File: config.mk
export PLATFORM = sky130hd
export DESIGN_NAME = stdp_ctrl
export DESIGN_NICKNAME = d
export VERILOG_FILES = /design/src/rtl/stdp_pkg.sv /design/src/rtl/stdp_delta.sv /design/src/rtl/stdp_ctrl.sv
export SDC_FILE = /design/constraint.sdc
export NUM_CORES = 1
export LEC_CHECK = 0
export CAP_MARGIN = 20
export CORE_UTILIZATION = 58
export CTS_BUF_LIST = sky130_fd_sc_hd__clkbuf_8
export DETAILED_ROUTE_END_ITERATION = 10
export PLACE_DENSITY = 0.83
export SLEW_MARGIN = 20
export SYNTH_ARGS = -nofsm -noshare
export SYNTH_HDL_FRONTEND = slang
export SYNTH_SLANG_ARGS = --single-unit
export TNS_END_PERCENT = 50
File: constraint.sdc
create_clock -name clk -period 4.6 [get_ports clk]
set_input_delay 1.38 -clock clk [delete_from_list [all_inputs] [get_ports clk]]
set_output_delay 1.38 -clock clk [all_outputs]
set_load 0.02 [all_outputs]
File: src/rtl/stdp_pkg.sv
// Shared types and default constants for the STDP synapse controller.
package stdp_pkg;

    typedef logic [7:0] weight_t;

    typedef enum logic [1:0] {
        IDLE      = 2'd0,
        PRE_OPEN  = 2'd1,
        POST_OPEN = 2'd2,
        UPDATE    = 2'd3
    } stdp_state_t;

    localparam int unsigned DEF_CNT_W     = 4;
    localparam int unsigned DEF_WINDOW    = 15;
    localparam weight_t     DEF_W_INIT    = 8'd64;
    localparam weight_t     DEF_A_PLUS    = 8'd16;
    localparam weight_t     DEF_A_MINUS   = 8'd16;
    localparam int unsigned DEF_TAU_SHIFT = 2;

endpackage

File: src/rtl/stdp_delta.sv
// Combinational weight update: shift-decayed amplitude applied with saturation.
module stdp_delta
    import stdp_pkg::*;
#(
    parameter int unsigned CNT_W     = DEF_CNT_W,
    parameter weight_t     A_PLUS    = DEF_A_PLUS,
    parameter weight_t     A_MINUS   = DEF_A_MINUS,
    parameter int unsigned TAU_SHIFT = DEF_TAU_SHIFT
) (
    input  logic [7:0]       weight,
    input  logic [CNT_W-1:0] dt,
    input  logic             ltp_sel,
    output logic [7:0]       next_weight_c
);

    logic [31:0] shamt;
    weight_t     amp;
    weight_t     delta;
    logic [8:0]  sum9;
    logic [8:0]  diff9;

    // Amplitude halves every 2^TAU_SHIFT cycles of distance; vanishes past 8 halvings.
    always_comb begin
        shamt = 32'(dt) >> TAU_SHIFT;
        amp   = ltp_sel ? A_PLUS : A_MINUS;
        delta = (shamt >= 32'd8) ? 8'd0 : (amp >> shamt);
        sum9  = {1'b0, weight} + {1'b0, delta};
        diff9 = {1'b0, weight} - {1'b0, delta};
        if (ltp_sel) begin
            next_weight_c = sum9[8] ? 8'hFF : sum9[7:0];
        end else begin
            next_weight_c = diff9[8] ? 8'h00 : diff9[7:0];
        end
    end

endmodule

File: src/rtl/stdp_ctrl.sv
// STDP controller: pairs pre/post spikes, updates the synaptic weight, drives syn current.
module stdp_ctrl
    import stdp_pkg::*;
#(
    parameter int unsigned CNT_W     = DEF_CNT_W,
    parameter int unsigned WINDOW    = DEF_WINDOW,
    parameter weight_t     W_INIT    = DEF_W_INIT,
    parameter weight_t     A_PLUS    = DEF_A_PLUS,
    parameter weight_t     A_MINUS   = DEF_A_MINUS,
    parameter int unsigned TAU_SHIFT = DEF_TAU_SHIFT
) (
    input  logic             clk,
    input  logic             rst_n,
    input  logic             ena,
    input  logic             learn_en,
    input  logic             pre_spike,
    input  logic             post_spike,
    output logic [7:0]       weight,
    output logic [7:0]       syn_current,
    output logic [CNT_W-1:0] dt,
    output logic             ltp,
    output logic             ltd,
    output logic             busy
);

    localparam logic [1:0] S_IDLE      = IDLE;
    localparam logic [1:0] S_PRE_OPEN  = PRE_OPEN;
    localparam logic [1:0] S_POST_OPEN = POST_OPEN;
    localparam logic [1:0] S_UPDATE    = UPDATE;

    logic [1:0]       state_q, state_d;
    logic [CNT_W-1:0] cnt_q, cnt_d;
    logic [CNT_W-1:0] pair_dt_q, pair_dt_d;
    logic             sel_q, sel_d;
    logic [CNT_W-1:0] dt_q, dt_d;
    weight_t          weight_q, weight_d;
    weight_t          syn_q, syn_d;
    logic             ltp_q, ltp_d;
    logic             ltd_q, ltd_d;
    logic             busy_q, busy_d;
    weight_t          next_weight_c;

    stdp_delta #(
        .CNT_W     (CNT_W),
        .A_PLUS    (A_PLUS),
        .A_MINUS   (A_MINUS),
        .TAU_SHIFT (TAU_SHIFT)
    ) u_delta (
        .weight        (weight_q),
        .dt            (pair_dt_q),
        .ltp_sel       (sel_q),
        .next_weight_c (next_weight_c)
    );

    // State and output registers; ena low stalls everything.
    always_ff @(posedge clk or negedge rst_n) begin
        if (!rst_n) begin
            state_q   <= S_IDLE;
            cnt_q     <= '0;
            pair_dt_q <= '0;
            sel_q     <= 1'b0;
            dt_q      <= '0;
            weight_q  <= W_INIT;
            syn_q     <= '0;
            ltp_q     <= 1'b0;
            ltd_q     <= 1'b0;
            busy_q    <= 1'b0;
        end else if (ena) begin
            state_q   <= state_d;
            cnt_q     <= cnt_d;
            pair_dt_q <= pair_dt_d;
            sel_q     <= sel_d;
            dt_q      <= dt_d;
            weight_q  <= weight_d;
            syn_q     <= syn_d;
            ltp_q     <= ltp_d;
            ltd_q     <= ltd_d;
            busy_q    <= busy_d;
        end
    end

    // Pairing FSM, window counter and weight update decisions.
    always_comb begin
        state_d   = state_q;
        cnt_d     = cnt_q;
        pair_dt_d = pair_dt_q;
        sel_d     = sel_q;
        dt_d      = dt_q;
        weight_d  = weight_q;
        ltp_d     = 1'b0;
        ltd_d     = 1'b0;
        syn_d     = pre_spike ? weight_q : 8'd0;

        case (state_q)
            S_IDLE: begin
                if (pre_spike && !post_spike) begin
                    state_d = S_PRE_OPEN;
                    cnt_d   = CNT_W'(1);
                end else if (post_spike && !pre_spike) begin
                    state_d = S_POST_OPEN;
                    cnt_d   = CNT_W'(1);
                end
            end
            S_PRE_OPEN: begin
                if (post_spike) begin
                    pair_dt_d = cnt_q;
                    sel_d     = 1'b1;
                    state_d   = S_UPDATE;
                end else if (pre_spike) begin
                    cnt_d = CNT_W'(1);
                end else if (cnt_q == CNT_W'(WINDOW)) begin
                    state_d = S_IDLE;
                end else begin
                    cnt_d = cnt_q + CNT_W'(1);
                end
            end
            S_POST_OPEN: begin
                if (pre_spike) begin
                    pair_dt_d = cnt_q;
                    sel_d     = 1'b0;
                    state_d   = S_UPDATE;
                end else if (post_spike) begin
                    cnt_d = CNT_W'(1);
                end else if (cnt_q == CNT_W'(WINDOW)) begin
                    state_d = S_IDLE;
                end else begin
                    cnt_d = cnt_q + CNT_W'(1);
                end
            end
            S_UPDATE: begin
                weight_d = next_weight_c;
                dt_d     = pair_dt_q;
                ltp_d    = sel_q;
                ltd_d    = !sel_q;
                state_d  = S_IDLE;
            end
            default: begin
                state_d = S_IDLE;
            end
        endcase

        // Learning disabled: abandon any window and freeze the learning outputs.
        if (!learn_en) begin
            state_d  = S_IDLE;
            weight_d = weight_q;
            dt_d     = dt_q;
            ltp_d    = ltp_q;
            ltd_d    = ltd_q;
        end

        busy_d = (state_d != S_IDLE);
    end

    assign weight      = weight_q;
    assign syn_current = syn_q;
    assign dt          = dt_q;
    assign ltp         = ltp_q;
    assign ltd         = ltd_q;
    assign busy        = busy_q;

endmodule

# Word level (Yosys, flattened, before mapping)
# Cells that the tools add are included.
# word_totals
ff_bits	34
elab_cells	67
# classes
n_addsub	3
magnitude_cmp	1
eq_ne	9
shifts	1
mux	30
reduce_logical	13
# ops
op	n
$mux 8	5
$mux 4	9
$mux 2	8
$pmux 4 s3	1
$add 8x8->9	1
$sub 8x8->9	1
$ne 2x2->1 const B	4
$pmux 2 s4	1
$pmux 4 s2	1
$shr 5x2->8 const A	1
$reduce_and 5->1	1
$add 4x1->4 const B	1
$eq 2x2->1 const B	2
$eq 4x4->1 const B	1
$ge 2x4->1 const B	1
$mux 1	4
$reduce_and 4->1	1
$reduce_bool 2->1	2
$logic_not 1->1	3
$ne 3x3->1 const B	1
$reduce_and 3->1	1
$reduce_bool 3->1	1
$eq 2x1->1 const B	1
$logic_and 1x1->1	2
3 further kinds	3

# Logic depth before layout (Yosys ltp)
# Gate-level depths: netlist of the first run.
# depth
depth_word	7
depth_mapped	8
mapped_depth_nobuf	8

# By module
# From an unflattened synthesis of the first run, not the netlist that was laid out.
# hier_totals
cells_unflattened	230
area_unflattened_um2	2268.4
# by_module_without_submodules
mod	n_inst	cells_each	area_each_um2	seq_area_each_um2
stdp_ctrl	1	153	1684.1	852.1
stdp_delta	1	77	584.3	0.0

# Least setup slack after synthesis of the first run
# No wires, ideal clock.
# synth_timing
kind	input -> register
from	input pre_spike
to	register cnt_q[1]
setup_ns	0.121
t_arrival_ns	2.585
required_time_ns	4.479
setup_slack_ns	1.894
path_stages	7
n_path_buf	1
cell_sequence	clkbuf_1 -> inv_1 -> ha_1 -> nand2_1 -> o2111a_1 -> o21ai_0 -> a22o_1
# synth_via
elab_chain_len	4
# synth_lines
item	line_no	rtl
start, declared	stdp_ctrl.sv:16	input logic pre_spike,
$logic_not 1->1	stdp_ctrl.sv:99	end else if (post_spike && !pre_spike) begin
$logic_and 1x1->1	stdp_ctrl.sv:99	
$ne 3x3->1 (no source line)	--	
$reduce_and 5->1 (no source line)	--	
end signal, assigned	stdp_ctrl.sv:70	cnt_q <= cnt_d;
end, declared	stdp_ctrl.sv:32	logic [CNT_W-1:0] cnt_q, cnt_d;
# Several ways; a longest one is shown, not always the timed one. The select of a mux whose other input is x is not followed.
# A chain may end at the register's enable or synchronous reset.

# Worst setup path after layout of the first run
# Same ends and word-level chain as after synthesis.

==> results.tsv, run 1 <==
stage	metric	value	unit
run_status	status	completed	
drt	Final ANT Viol Nets	0	
floorplan	Ports	29	
pwr	pwr/cell area	526.8	mW/mm2
clock_tree	post-CTS resize count	0	
drt	DR vias	1958	
clock_tree	hold_buf cts	0	
global_route	GRT met3 Usage	0.05000	
pwr	internal power	807.6	uW
critical_path	CP Buf/Inv Count	2	
cells_and_area	share of layout cells above drive strength 1	0.08664	
drt	DRC	0	
min_path	hold_sp	pair_dt_q[1]	
cells_and_area	most frequent cells in the layout	dfrtp_1 (33), clkdlybuf4s50_1 (28), o21ai_0 (27)	
clock_tree	post-CTS setup buffers	0	
logic_synthesis	asr flop ratio synth	1.000	
logic_synthesis	Synth Register Bits	34	
pwr	Peak supply drop	0.2812	mV
pwr	Switching Fraction	0.4207	
logic_synthesis	Synth Cell Area	0.002225	mm2
sta	RSZ-0062 raised after global routing	false	
cells_and_area	Layout Cells excl Fill	325	
critical_path	CP delay by family, top	buffers and inverters	
drt	vias per inst	6.025	
drt	DR iter-0 viols	162	
logic_synthesis	warnings from Yosys	0	
clock_tree	clk sinks	34	
flow_run	# Max-Cap Violations	0	
floorplan	Site Rows	22	
floorplan	starting density of the core	0.6077	
cells_and_area	Nets	299	
clock_tree	H-tree depth	2	
global_route	grt ovf	0	
cells_and_area	ANT cells	0	
logic_synthesis	Syn Nets	272	
sta	Fin Clk Skew	0.003824	ns
floorplan	height of the chip	63.93	um
logic_synthesis	Main synth FF type	dfrtp_1	
drt	Routed WL	4968	um
pwr	Sequential Power Share	0.339	
drt	DR pass1 iterations	4	
cells_and_area	Area Growth Syn to Fin	18.95	%
placed_design	Post-DP HPWL	3582	um
logic_synthesis	Mapped Cells	249	
drt	routed length per instance	15.29	um
logic_synthesis	sequential area share after synthesis	0.3830	
clock_tree	CTS buffer count	5	
floorplan	total core area	0.003661	mm2
clock_tree	CTS tree	done	
critical_path	Critical Path Sink Type	register	
min_path	worst min path class	register to register	
global_route	gr usage total	0.2695	
global_route	vias in the first global route	1834	
floorplan	Die Span X	63.93	um
clock_tree	clock-pin slew on the worst setup and hold paths	0.07	ns
floorplan	Die ar.	0.004087	mm2
logic_synthesis	number of synthesized flops with an enable pin	0	
clock_tree	worst skew pair latency	0.29	ns
global_route	GR Util met2	0.4348	
logic_synthesis	Cell variety after synth	54	
global_route	initial antenna violation count	0	
sta	Final TNS setup	0	ns
logic_synthesis	Post-Synth Adder-Cell Area	0.09899	
sta	achievable clock frequency	324.2	MHz
logic_synthesis	combinational family with the most area after synthesis	compound AO/OA/AOI/OAI gates	
pwr	P_leak	0.001164	uW
sta	Slew Limit Fails	0	
pwr	part of the power in combinational logic	0.475	
sta	Slew HR	0.6036	
global_route	M1 GR Usage	0.3510	
global_route	global-route wire length before repair	8473	um
placed_design	GPL Wtd Cong	0.9011	
clock_tree	clk root buf	clkbuf_8	
critical_path	WS Path Type	input pin to register	
global_route	largest net degree at the start of global routing	35	
cells_and_area	most common cell after layout, fill and taps aside	dfrtp_1	
placed_design	Cells after DPL	317	
logic_synthesis	cell accounting for the most synthesized area	dfrtp_1	
critical_path	crit path launch	pre_spike	
sta	period utilization	0.6706	
clock_tree	Max Root-Sink Buffers	2	
logic_synthesis	mux cell area share after synthesis	0.02025	
critical_path	Startpoint Class	input pin	
critical_path	slowest stage delay, CP	0.79	ns
critical_path	CP arrival	3.27	ns
pwr	sw power	586.5	uW
logic_synthesis	Syn Area/Cell	8.934	um2
critical_path	Worst R2R Start	pair_dt_q[3]	
sta	Min Clock Period, post-route	3.085	ns
logic_synthesis	Synth Area in Compound Gates	0.2182	
logic_synthesis	post-synth top area share	0.3712	
sta	Hold Violations, Final	0	
global_route	grt peak-use layer	met2	
critical_path	worst-path fanout max	16	
critical_path	worst-path cell chain	clkdlybuf4s50_1 > inv_1 > ha_1 > nand2_1 > o2111a_1 > o21ai_0 > a22o_1	
sta	Worst Tran Pin Value	0.5929	ns
critical_path	slowest CP cell	clkdlybuf4s50_1	
critical_path	Req. time, crit path	4.78	ns
placed_design	IO buf count	28	
logic_synthesis	Synth Area in Simple Gates	0.1980	
pwr	Clk pwr share	0.185	
sta	Finish-stage setup viols	0	
logic_synthesis	Post-Synth XOR/XNOR Area	0.01969	
logic_synthesis	top cells by area, synth	dfrtp_1 (37%), ha_1 (9.0%), o21ai_0 (6.1%)	
-- area by class of cell --
cell class	instances	area (um2)
timing repair buffer	30	295.3
clock buffer	8	110.1
tap	48	60.06
sequential	34	852.1
inverter	25	93.84
fill	296	1015
multi-input combinational	180	1235
-- power by group through the flow --
stage               clock [uW]  combinational, uW  sequential (uW)
floorplan                    0                452              476
global placement             0                631              474
detailed placement           0                653              476
CTS                        261                661              471
global route               277                727              485
finish                     259                663              473
-- logic make-up (layout without fill, tap and decap cells) --
logic type,after synthesis,count (layout)
simple gates,82,82
mux,4,4
compound gates,72,72
fa+ha+maj,17,17
xor+xnor,5,5
buf+inv,35,63
flops,34,34
-- worst reg2reg max path, cell delays in order, from the launching register on --
cell and delay (ns):
dfrtp_1 0.46, or2b_2 0.35, ha_1 0.39, nor2b_1 0.12, a2111oi_4 0.47, nand3_1 0.15
a22oi_1 0.28, a31oi_1 0.12
-- synth_stat cells (3+ instances only) --
cell type,instances
a22o_1,3
a22oi_1,3
and3_1,4
nand3_1,16
a21oi_1,9
o21ai_1,5
ha_1,16
nand2b_1,7
clkbuf_1,5
nand2_1,24
inv_1,25
mux2_2,4
nor2_1,12
o211ai_1,3
o21ai_0,27
buf_2,4
xor2_1,3
dfrtp_1,33
-- flip-flops by register name (all words and copies together) (netlist names) --
name         cells
sel_q            1
weight           8
dt               4
pair_dt_q        4
cnt_q            4
ltp              1
state_q          2
ltd              1
syn_current      8
busy             1
-- path summary, 6_finish.rpt --
check | to | slack (ns) | depth (start not counted)
max in group asynchronous | weight[6] | 2.76 | 2
hold reg to reg | dt[1] | 0.47 | 2
hold / removal | dt[1] | 0.47 | 2
setup / recovery | cnt_q[1] | 1.52 | 7
setup reg to reg | weight[7] | 2.13 | 7
min in group asynchronous | syn_current[4] | 1.51 | 2
-- per-stage QoR --
step	total power, uW	util	hold slack [ns]	setup WS (ns)	cell area [um2]
floorplan	928.4	-	0.4331	1.894	2225
global placement	1105	0.6928	0.4493	1.273	2536
detailed placement	1129	0.6928	0.4609	1.236	2536
CTS	1393	0.7228	0.4751	1.533	2646
global route	1489	0.7228	0.4953	1.382	2646
finish	1394	0.7228	0.4716	1.515	2646
-- per-layer routing --
layer  up-vias  share of wire
met5         -              0
met4         0          0.018
met3        11          0.049
met2        55           0.47
met1       956           0.46
li1        936              -
No activity file was read; power rests on OpenSTA's default activity.
==> inputs of run 2 (changes only) <==
--- a/config.mk
+++ b/config.mk
@@ -6,10 +6,10 @@
 export NUM_CORES = 1
 export LEC_CHECK = 0
 export CAP_MARGIN = 20
-export CORE_UTILIZATION = 58
+export CORE_UTILIZATION = 57
 export CTS_BUF_LIST = sky130_fd_sc_hd__clkbuf_8
 export DETAILED_ROUTE_END_ITERATION = 10
-export PLACE_DENSITY = 0.83
+export PLACE_DENSITY = 0.82
 export SLEW_MARGIN = 20
 export SYNTH_ARGS = -nofsm -noshare
 export SYNTH_HDL_FRONTEND = slang
==> constraint.sdc (replaced) <==
create_clock -name clk -period 3.15 [get_ports clk]
set_input_delay 0.945 -clock clk [delete_from_list [all_inputs] [get_ports clk]]
set_output_delay 0.945 -clock clk [all_outputs]
set_load 0.02 [all_outputs]
==> run 2 against run 1 <==
Net effect: highest routed layer unchanged; clock power increased by 87%; clock-buffer cell count shrank 3; largest power group unchanged; global-route usage fell by 1.3 points.
==> results.tsv, run 2 (synthesis gave the netlist of run 1 again) <==
stage	metric	value	unit
global_route	largest net degree at the start of global routing	35	
global_route	gr usage total	0.2568	
clock_tree	post-CTS resize count	0	
placed_design	IO buf count	28	
clock_tree	H-tree depth	2	
clock_tree	worst skew pair latency	0.29	ns
cells_and_area	share of layout cells above drive strength 1	0.09319	
sta	Fin Clk Skew	0.002764	ns
drt	DR vias	1909	
cells_and_area	most common cell after layout, fill and taps aside	dfrtp_1	
floorplan	Ports	29	
floorplan	Die Span X	64.47	um
floorplan	Site Rows	22	
min_path	hold path cells	2	
placed_design	Post-DP HPWL	3549	um
drt	vias per inst	5.838	
drt	DR pass1 iterations	4	
critical_path	R2R Path End	weight[3]	
placed_design	GPL Wtd Cong	0.8829	
pwr	Peak supply drop	0.4455	mV
critical_path	Startpoint Class	register	
min_path	hold_sp	pair_dt_q[0]	
critical_path	worst-path cell chain	clkdlybuf4s50_1	
pwr	P_leak	0.001183	uW
critical_path	cells on worst reg2reg path	7	
clock_tree	CTS tree	done	
global_route	global-route wire length before repair	8280	um
sta	Hold Violations, Final	0	
run_status	status	completed	
sta	period utilization	0.7732	
flow_run	# Max-Cap Violations	0	
sta	Worst Tran Pin Value	0.4367	ns
clock_tree	clock-pin slew on the worst setup and hold paths	0.07	ns
global_route	vias in the first global route	1782	
critical_path	CP delay by family, top	buffers and inverters	
floorplan	total core area	0.003689	mm2
critical_path	CP arrival	1.49	ns
critical_path	Worst R2R Start	pair_dt_q[3]	
sta	Min Clock Period, post-route	2.436	ns
drt	DR iter-0 viols	186	
pwr	pwr/cell area	792.1	mW/mm2
drt	routed length per instance	14.87	um
placed_design	DP Worst Slack	0.4618	ns
clock_tree	clk sinks	34	
sta	Finish-stage setup viols	0	
clock_tree	CTS buffer count	5	
clock_tree	post-CTS setup buffers	0	
sta	min setup slack post-route	0.7143	ns
sta	Slew Limit Fails	0	
floorplan	height of the chip	64.47	um
drt	DRC	0	
critical_path	WS Path Type	register to output pin	
cells_and_area	most frequent cells in the layout	dfrtp_1 (33), clkdlybuf4s50_1 (28), o21ai_0 (27)	
global_route	grt ovf	0	
drt	Routed WL	4862	um
floorplan	starting density of the core	0.6031	
critical_path	worst-path fanout max	6	
sta	RSZ-0062 raised after global routing	false	
global_route	initial antenna violation count	0	
cells_and_area	Nets	301	
min_path	worst min path class	register to register	
min_path	WHS Endpoint	dt[0]	
critical_path	slowest CP cell	clkdlybuf4s50_1	
cells_and_area	ANT cells	0	
critical_path	Worst R2R Setup Slack	0.73	ns
sta	Final TNS setup	0	ns
sta	achievable clock frequency	410.6	MHz
floorplan	Die ar.	0.004156	mm2
critical_path	slowest stage delay, CP	0.61	ns
critical_path	Req. time, crit path	2.20	ns
clock_tree	Max Root-Sink Buffers	2	
critical_path	Critical Path Sink Type	output pin	
cells_and_area	post-layout util	0.7290	
critical_path	CP Buf/Inv Count	1	
drt	Final ANT Viol Nets	0	
sta	Slew HR	0.7089	
clock_tree	hold_buf cts	0	
clock_tree	clk root buf	clkbuf_8	
cells_and_area	fillcell total	283	
cells_and_area	Area Growth Syn to Fin	20.87	%
-- run 2: changes by cell type in the layout (fill, tap and decap cells not counted), sizes merged --
cell    before  now
clkinv       0    1
buf          2    4
bufinv       0    2
clkbuf       8    5
-- run 2: per-layer routing --
layer	track usage	up-vias	wire length, um
li1	-	940	-
met1	0.3368	907	2178
met2	0.4171	52	2386
met3	0.04754	10	213
met4	0.1056	0	84
met5	0	-	0
-- run 2: area by class of cell --
cell class	instances	area, um2	area share
clock buffers	5	68.82	0.02559
clock inverters	3	68.82	0.02559
inverters	25	93.84	0.03490
multi-input cells	180	1235	0.4593
flip-flops and latches	34	852.1	0.3169
well taps	48	60.06	0.02234
repair buffers	32	310.3	0.1154
-- run 2: power by group --
part           leakage [uW]  switching (uW)  internal, uW
combinational      0.000674             540           418
clock             0.0000683             167           317
sequential         0.000441             145           543
-- run 2: per-stage QoR --
step	instances	hold WS, ns	power [uW]	cell area [um2]
floorplan	249	0.4331	1356	2225
global placement	319	0.4565	1616	2551
detailed placement	319	0.4722	1643	2551
CTS	327	0.4889	2128	2689
global route	327	0.5112	2271	2689
finish	327	0.4825	2130	2689
-- run 2: worst max-delay path by stage --
stage / endpoint / startpoint / depth (start not counted)
3_5_place_dp: cnt_q[1] / post_spike / 6
5_1_grt: weight[7] / pair_dt_q[3] / 7
6_report: weight[6] / weight[6] / 1
2_1_floorplan: cnt_q[1] / pre_spike / 7
3_3_place_gp: cnt_q[1] / post_spike / 6
4_1_cts: weight[6] / weight[6] / 1
==> inputs of run 3 (changes only) <==
--- a/config.mk
+++ b/config.mk
@@ -6,10 +6,10 @@
 export NUM_CORES = 1
 export LEC_CHECK = 0
 export CAP_MARGIN = 20
-export CORE_UTILIZATION = 57
+export CORE_UTILIZATION = 52
 export CTS_BUF_LIST = sky130_fd_sc_hd__clkbuf_8
 export DETAILED_ROUTE_END_ITERATION = 10
-export PLACE_DENSITY = 0.82
+export PLACE_DENSITY = 0.79
 export SLEW_MARGIN = 20
 export SYNTH_ARGS = -nofsm -noshare
 export SYNTH_HDL_FRONTEND = slang
==> constraint.sdc (replaced) <==
create_clock -name clk -period 2 [get_ports clk]
set_input_delay 0.6 -clock clk [delete_from_list [all_inputs] [get_ports clk]]
set_output_delay 0.6 -clock clk [all_outputs]
set_load 0.02 [all_outputs]
==> run 3 against run 2 <==
Net effect: the flow now finishes with violations (setup timing); sequential share of layout area shrank 3.9 points; worst hold slack is essentially flat; cell count grew 11%; register-to-register slack lost 0.85 ns; largest power group unchanged; highest routed layer unchanged.
==> results.tsv, run 3 (synthesis gave the netlist of run 1 again) <==
stage	metric	value	unit
pwr	internal power	2134	uW
clock_tree	hold_buf cts	0	
global_route	GR Util met2	0.4688	
global_route	grt ovf	0	
global_route	M1 GR Usage	0.3266	
global_route	gr usage total	0.2713	
cells_and_area	fillcell total	282	
sta	Slew Limit Fails	0	
floorplan	Die ar.	0.004543	mm2
pwr	Clk pwr share	0.144	
drt	DR iter-0 viols	136	
clock_tree	clk sinks	34	
critical_path	Req. time, crit path	2.17	ns
critical_path	Critical Path Sink Type	register	
pwr	pwr/cell area	1191	mW/mm2
floorplan	Ports	29	
cells_and_area	ANT cells	0	
run_status	status	finished, violations left	
drt	Routed WL	5520	um
critical_path	worst-path fanout max	5	
sta	Worst Tran Pin Value	0.4776	ns
placed_design	Post-DP HPWL	3989	um
min_path	worst min path class	register to register	
pwr	Peak supply drop	0.6039	mV
sta	min setup slack post-route	-0.1247	ns
cells_and_area	Area Growth Syn to Fin	38.41	%
drt	DRC	0	
pwr	part of the power in combinational logic	0.566	
global_route	vias in the first global route	2001	
critical_path	WS Path Type	register to register	
sta	Hold Violations, Final	0	
placed_design	IO buf count	28	
floorplan	total core area	0.004058	mm2
flow_run	# Max-Cap Violations	0	
pwr	Sequential Power Share	0.290	
drt	DR vias	2058	
sta	Fin Hold WS	0.4823	ns
sta	Fin Clk Skew	0.004028	ns
clock_tree	clock-pin slew on the worst setup and hold paths	0.07	ns
global_route	grt peak-use layer	met2	
clock_tree	H-tree depth	2	
clock_tree	CTS buffer count	5	
drt	vias per inst	5.654	
sta	Min Clock Period, post-route	2.125	ns
cells_and_area	Nets	336	
clock_tree	worst skew pair latency	0.29	ns
floorplan	starting density of the core	0.5483	
sta	achievable clock frequency	470.7	MHz
run_status	violated checks	setup timing	
clock_tree	CTS tree	done	
sta	Slew HR	0.6816	
drt	routed length per instance	15.16	um
floorplan	height of the chip	67.41	um
global_route	global-route wire length before repair	9032	um
pwr	sw power	1534	uW
placed_design	GPL Wtd Cong	0.8745	
global_route	initial antenna violation count	0	
sta	Finish-stage setup viols	8	
pwr	P_leak	0.001407	uW
drt	DR pass1 iterations	4	
critical_path	CP arrival	2.29	ns
cells_and_area	share of layout cells above drive strength 1	0.2675	
pwr	Switching Fraction	0.4182	
sta	period utilization	1.062	
cells_and_area	most common cell after layout, fill and taps aside	buf_4	
critical_path	Startpoint Class	register	
clock_tree	Max Root-Sink Buffers	2	
global_route	GRT met3 Usage	0.06419	
sta	RSZ-0062 raised after global routing	true	
drt	Final ANT Viol Nets	0	
pwr	total power	3668	uW
clock_tree	clk root buf	clkbuf_8	
cells_and_area	most frequent cells in the layout	buf_4 (37), dfrtp_1 (31), inv_1 (24), nand2_1 (24), clkdlybuf4s50_1 (24)	
floorplan	Die Span X	67.41	um
global_route	largest net degree at the start of global routing	35	
floorplan	Site Rows	23	
run 3: cell types whose count changed in the layout (fill, tap and decap cells not counted), moves of 3 or more:
cell             change
a21oi_1              -3
a21oi_2              +3
buf_4               +33
clkdlybuf4s50_1      -4
ha_1                 -4
ha_4                 +4
o21ai_0              -4
o21ai_1              +3
run 3: what timing repair did:
item | CTS | global route
pin swaps | 7 | 6
hold endpoints to repair | 0 | 0
endpoints found under the setup margin | 12 | 11
setup buffers | 0 | 2
resized for setup | 20 | 13
cloned | 0 | 0
run 3: area by class of cell:
| class | instances | area (um2) | share of cell area |
|---|---|---|---|
| clock buffers | 6 | 82.58 | 0.02682 |
| clock inverters | 2 | 8.758 | 0.002844 |
| inverters | 25 | 93.84 | 0.03048 |
| multi-input cells | 180 | 1385 | 0.4498 |
| flip-flops and latches | 34 | 854.6 | 0.2775 |
| well taps | 50 | 62.56 | 0.02032 |
| repair buffers | 67 | 591.8 | 0.1922 |
run 3: worst paths after layout:
kind	from	end	slack, ns	depth (start not counted)
max	pair_dt_q[2]	weight[5]	-0.12	8
max in group asynchronous	rst_n	weight[6]	1.09	2
min in group asynchronous	rst_n	syn_current[0]	0.68	2
min	ltd	ltd	0.48	1
max reg2reg	pair_dt_q[2]	weight[5]	-0.12	8
min reg2reg	ltd	ltd	0.48	1
run 3: critical path, cell delays in order, from the launching register on:
cell and delay [ns]:
dfrtp_1 0.41, or2b_4 0.31, ha_4 0.32, nor2_4 0.06, a2111oi_4 0.34, buf_4 0.20
nor4_4 0.05, a211oi_2 0.20, o32ai_2 0.12
run 3: power groups by stage:
stage               logic (uW)  registers [uW]  clock network [uW]
floorplan                 1110            1110                   0
global placement          1780            1060                   0
detailed placement        1830            1060                   0
CTS                       1950            1060                 539
global route              2230            1090                 571
finish                    2080            1060                 528
run 3: per-stage QoR:
stage	setup TNS, ns	setup slack, ns	instances	instance area (um2)	util
final	-0.5145	-0.1247	364	3079	0.7589
after detailed placement	-2.218	-0.1852	354	2872	0.7077
after global routing	-1.156	-0.1907	364	3079	0.7589
after CTS	-0.3586	-0.1075	362	3014	0.7428
after global placement	-1.702	-0.1568	354	2872	0.7077
after floorplan	-0.02035	-0.01724	249	2282	-
run 3: routing by layer:
| layer | wire length [um] | up-vias |
|---|---|---|
| li1 | - | 1014 |
| met1 | 2454 | 972 |
| met2 | 2770 | 66 |
| met3 | 257 | 6 |
| met4 | 38 | 0 |
| met5 | 0 | - |
